**src/rtl/pipelined_adder.sv**
```systemverilog
// Pipelined WIDTH-bit adder/subtractor: the carry chain is cut into STAGES equal
// slices, one register stage per slice, with valid/ready flow control on both ends.
module pipelined_adder #(
    parameter int WIDTH  = 32,
    parameter int STAGES = 4
) (
    input  logic             clk,
    input  logic             rst_n,
    input  logic             in_valid,
    output logic             in_ready,
    input  logic [WIDTH-1:0] a,
    input  logic [WIDTH-1:0] b,
    input  logic             cin,
    input  logic             sub,
    output logic             out_valid,
    input  logic             out_ready,
    output logic [WIDTH-1:0] sum,
    output logic             cout,
    output logic             overflow,
    output logic             zero
);

    localparam int SW = WIDTH / STAGES;

    // Handshake: a transfer happens on a rising edge where valid & ready are both 1;
    // valid never waits for ready, and a stalled stage holds its data and valid bit.

    // Skewed per-stage registers: a_q/b_q keep the operands (upper slices still
    // pending), s_q holds the sum bits completed so far, c_q the slice carry.
    logic [WIDTH-1:0]  a_q [STAGES];
    logic [WIDTH-1:0]  b_q [STAGES];
    logic [WIDTH-1:0]  s_q [STAGES];
    logic [STAGES-1:0] c_q;
    logic [STAGES-1:0] v_q;
    logic              ovf_q;
    logic              zero_q;

    logic [WIDTH-1:0]  a_in [STAGES];
    logic [WIDTH-1:0]  b_in [STAGES];
    logic [WIDTH-1:0]  s_in [STAGES];
    logic [WIDTH-1:0]  s_nx [STAGES];
    logic [STAGES-1:0] c_in;
    logic [STAGES-1:0] c_nx;
    logic [STAGES-1:0] v_in;
    logic [STAGES-1:0] en;
    logic              ovf_nx;
    logic              zero_nx;

    always_comb begin
        logic          full;
        logic [SW:0]   slice;
        // A stage may load if the consumer takes the result or any stage from it
        // downstream is empty, so bubbles compress under backpressure.
        full = 1'b1;
        for (int k = STAGES - 1; k >= 0; k--) begin
            full  = full & v_q[k];
            en[k] = out_ready | ~full;
        end

        a_in[0] = a;
        b_in[0] = sub ? ~b : b;
        s_in[0] = '0;
        c_in[0] = sub | cin;
        v_in[0] = in_valid;
        for (int k = 1; k < STAGES; k++) begin
            a_in[k] = a_q[k-1];
            b_in[k] = b_q[k-1];
            s_in[k] = s_q[k-1];
            c_in[k] = c_q[k-1];
            v_in[k] = v_q[k-1];
        end

        for (int k = 0; k < STAGES; k++) begin
            slice = {1'b0, a_in[k][k*SW +: SW]} + {1'b0, b_in[k][k*SW +: SW]}
                  + {{SW{1'b0}}, c_in[k]};
            s_nx[k]              = s_in[k];
            s_nx[k][k*SW +: SW]  = slice[SW-1:0];
            c_nx[k]              = slice[SW];
        end

        // Carry into the MSB is recovered from the MSB sum bit and its operands.
        ovf_nx  = a_in[STAGES-1][WIDTH-1] ^ b_in[STAGES-1][WIDTH-1]
                ^ s_nx[STAGES-1][WIDTH-1] ^ c_nx[STAGES-1];
        zero_nx = (s_nx[STAGES-1] == '0);
    end

    always_ff @(posedge clk or negedge rst_n) begin
        if (!rst_n) begin
            v_q    <= '0;
            c_q    <= '0;
            ovf_q  <= 1'b0;
            zero_q <= 1'b0;
            for (int k = 0; k < STAGES; k++) begin
                a_q[k] <= '0;
                b_q[k] <= '0;
                s_q[k] <= '0;
            end
        end else begin
            for (int k = 0; k < STAGES; k++) begin
                if (en[k]) begin
                    v_q[k] <= v_in[k];
                    a_q[k] <= a_in[k];
                    b_q[k] <= b_in[k];
                    s_q[k] <= s_nx[k];
                    c_q[k] <= c_nx[k];
                end
            end
            if (en[STAGES-1]) begin
                ovf_q  <= ovf_nx;
                zero_q <= zero_nx;
            end
        end
    end

    assign in_ready  = en[0];
    assign out_valid = v_q[STAGES-1];
    assign sum       = s_q[STAGES-1];
    assign cout      = c_q[STAGES-1];
    assign overflow  = ovf_q;
    assign zero      = zero_q;

endmodule
```
**config.mk**
```make
export PLATFORM = sky130hd
export DESIGN_NAME = pipelined_adder
export DESIGN_NICKNAME = d
export VERILOG_FILES = /design/src/rtl/pipelined_adder.sv
export SDC_FILE = /design/constraint.sdc
export NUM_CORES = 1
export LEC_CHECK = 0
export CELL_PAD_IN_SITES_DETAIL_PLACEMENT = 0
export CELL_PAD_IN_SITES_GLOBAL_PLACEMENT = 1
export CORE_MARGIN = 3
export CORE_UTILIZATION = 47
export DETAILED_ROUTE_END_ITERATION = 8
export PLACE_DENSITY = 0.87
export RECOVER_POWER = 100
export SYNTH_ARGS = -nofsm -noshare
export SYNTH_HDL_FRONTEND = slang
export SYNTH_SLANG_ARGS = --single-unit
```
**constraint.sdc**
```tcl
create_clock -name clk -period 5.63 [get_ports clk]
set_input_delay 1.689 -clock clk [delete_from_list [all_inputs] [get_ports clk]]
set_output_delay 1.689 -clock clk [all_outputs]
set_load 0.01 [all_outputs]
```
==> run_results.csv, run 1 <==
group,metric,value,unit
status,status,"finished, violations left",
status,violations,"capacitance limit, slew limit",
setup_path,path_cells,"dlygate4sd3_1, nor2b_1, and3_1, nand2_4, dlygate4sd3_1",
sta,relSlewSlack,-48.9,%
setup_path,required,3.94,ns
min_path,min_from,"a_in[84]",
setup_path,crit_path_start_kind,"input pin",
power_and_ir_drop,powerDensity,425,nW/um^2
global_route,grt_pass1_vias,5272,
min_path,min_path_cells,2,
die,start_util,48.2,%
global_route,antenna_found_initial,0,
die,ioPinCount,107,
setup_path,critPathLaunch,"out_ready",
setup_path,rr_startpoint,"v_q[3]",
sta,rsz0062_at_grt,"no",
die,die_width,140,microns
global_route,overflow,0,
power_and_ir_drop,vdd_drop_max,0.000243,V
power_and_ir_drop,leakage,0.00462,uW
setup_path,critPathMaxStageDelay,0.60,ns
synth,synth_area_leaders,"dfrtp_1 55%, mux2_2 9.5%, nand2_1 8.4%",
setup_path,path_buf_inv,2,
place,io_buffers,106,
synth,syn-cell-area,8400,sq um
final_layout,fill_cells,1515,
setup_path,ff2ff_path_depth,8,
die,die_h,140,microns
synth,synth_edf_count,0,
clock_network,clk_latency,0.42,ns
place,gp_congestion,0.801,
clock_network,clock-root-buffer,"clkbuf_16",
sta,timing_hold_violations_final,0,
global_route,grt_first_pass_wirelength,26800,microns
route,drtIter0Drc,352,
synth,synthCells,786,
synth,synth_largest_area_cell,"dfrtp_1",
clock_network,postCtsHoldBufs,0,
setup_path,crit_top_cell,"dlygate4sd3_1",
die,core_area,17400,sq um
setup_path,crit_type,"input pin to primary output",
clock_network,numCtsBuffers,17,
clock_network,post-cts-setup-buffers,0,
route,wl_per_cell,14.1,microns
clock_network,cts_sinks,186,
sta,finalCritPeriodShare,92.0,%
setup_path,r2r-end,"s_in[41]",
synth,synth_top_area_share,55.4,%
sta,worstMarginPinSlew,2.23,ns
flow_run,max_cap_viol_count,3,
route,ant_nets,0,
global_route,grt_max_degree,100,
route,drc,0,
sta,setup_ws,0.453,ns
sta,max_freq,193,MHz
synth,synth.most_common_cell,"nand2_1",
setup_path,worst-path-stages,5,
clock_network,cts.reportedPaths.clkPinSlew,0.06,ns
synth,synth_ff_type,"dfrtp_1",
sta,setup-tns-final,0,ns
setup_path,worst_setup_path_end_kind,"primary output",
setup_path,cp_top_family,"buffers and inverters",
min_path,hp-class,"flip-flop to flip-flop",
setup_path,crit_slowest_cell,"dlygate4sd3_1",
synth,yosysSeqAreaShare,55.4,%
die,die-area,19500,sq um
synth,synthTopCellsByCount,"187 x nand2_1, 186 x dfrtp_1, 71 x mux2_2",
final_layout,syn_to_final_growth,21.1,%
synth,async_reset_ff_share,100,%
route,drt-total-wl,15800,microns
synth,synth_area_per_cell,10.7,sq um
die,rows,48,
route,dr.pass1.iters,4,
global_route,grt_use_total,16.9,%
setup_path,crit_arrival,3.49,ns
clock_network,clockBufferDepth,2,
clock_network,post_cts_resized,0,
setup_path,r2r_slack,2.41,ns
route,via_per_inst,4.92,
synth,yosys_warnings,0,
final_layout,final_nets,990,
final_layout,n_antenna_cell,0,
synth,syn_nets,892,
sta,slew_viol_final,232,
sta,setup_viol,0,
sta,fin_crit,5.18,ns
power_and_ir_drop,total_power,4320,uW
clock_network,htree_levels,4,
synth,yosysUniqueCellTypes,37,
place,dp_hpwl,11200,microns
setup_path,crit_fanout,2,
min_path,worst_hold_path.endpoint,"a_in[52]",
clock_network,cts_tree,"built",
synth,ys_seq_elements,186,
sta,skew,0.00527,ns
place,dp_slack,0.825,ns
route,vias,5520,
final_layout,layout-drive-gt1-share,12.7,%
==> worst min-delay path: stages, from the launching register on <==
cell     delay, ns
dfrtp_1       0.34
nand2_1       0.05
nand2_1       0.05
==> where the power goes <==
part / switching (uW) / internal [uW] / total [uW] / leakage, uW
sequential: 255 / 1730 / 1990 / 0.00219
clock: 485 / 596 / 1080 / 0.000257
combinational: 586 / 662 / 1250 / 0.00218
==> metal layers <==
metal,wire length (microns),global-route usage [%],up-vias,share of wire [%]
li1,-,-,2829,-
met1,8290,26.2,2567,52
met2,6680,24.0,108,42
met3,640,3.44,16,4.0
met4,199,5.20,0,1.3
met5,0,0,-,0
==> worst max-delay path by stage <==
stage | endpoint | slack (ns)
after global routing | in_ready | 0.40
final | in_ready | 0.45
after detailed placement | in_ready | 0.82
after global placement | in_ready | 0.81
after CTS | in_ready | 0.81
after floorplan | in_ready | 1.31
==> layout make-up <==
| type | count | area, sq um | share of cell area, % |
|---|---|---|---|
| clock buffer | 21 | 470 | 4.63 |
| clock inverter | 11 | 71.3 | 0.701 |
| inverter | 23 | 86.3 | 0.849 |
| multi-input combinational | 542 | 3510 | 34.5 |
| sequential | 186 | 4650 | 45.8 |
| tap | 225 | 282 | 2.77 |
| timing repair buffer | 114 | 1090 | 10.8 |
==> cell usage in the layout, fill, tap and decap left out, types with 6 or more instances in the layout <==
cell,count
a21oi_1,45
clkbuf_16,17
clkdlybuf4s50_1,66
dfrtp_1,186
dlygate4sd3_1,38
fa_1,8
ha_1,28
inv_1,23
mux2_2,71
nand2_1,186
nor2_1,48
nor3_1,11
o21ai_0,29
o31ai_1,6
xnor2_1,34
xor2_1,15
==> through the flow <==
stage | util (%) | hold slack (ns) | cells | instance area (sq um)
3_3_place_gp | 55.5 | 0.452 | 1090 | 9670
3_5_place_dp | 55.5 | 0.455 | 1090 | 9670
6_report | 58.4 | 0.467 | 1122 | 10200
4_1_cts | 58.6 | 0.471 | 1122 | 10200
5_1_grt | 58.4 | 0.482 | 1122 | 10200
2_1_floorplan | - | 0.433 | 786 | 8400
==> registers in the layout (all words and copies together), names as in the netlist <==
register	count
a_in	48
s_in	48
zero	1
overflow	1
c_q	4
v_q	4
b_in	48
sum	32
==> kinds of logic after synthesis <==
kind of cell / after synthesis / share of synthesized area [%]
simple gates: 283 / 14.0
compound gates: 103 / 7.03
flops: 186 / 55.4
xor+xnor: 49 / 5.11
fa+ha+maj: 36 / 6.08
buf+inv: 58 / 2.89
mux: 71 / 9.52
(Power assumes the default switching activity.)
==> run 2: changes to the inputs <==
Settings changed: SETUP_SLACK_MARGIN set to 0.4.
==> results of run 2 <==
The final DEF is identical to that of run 1; final timing and power are the same.
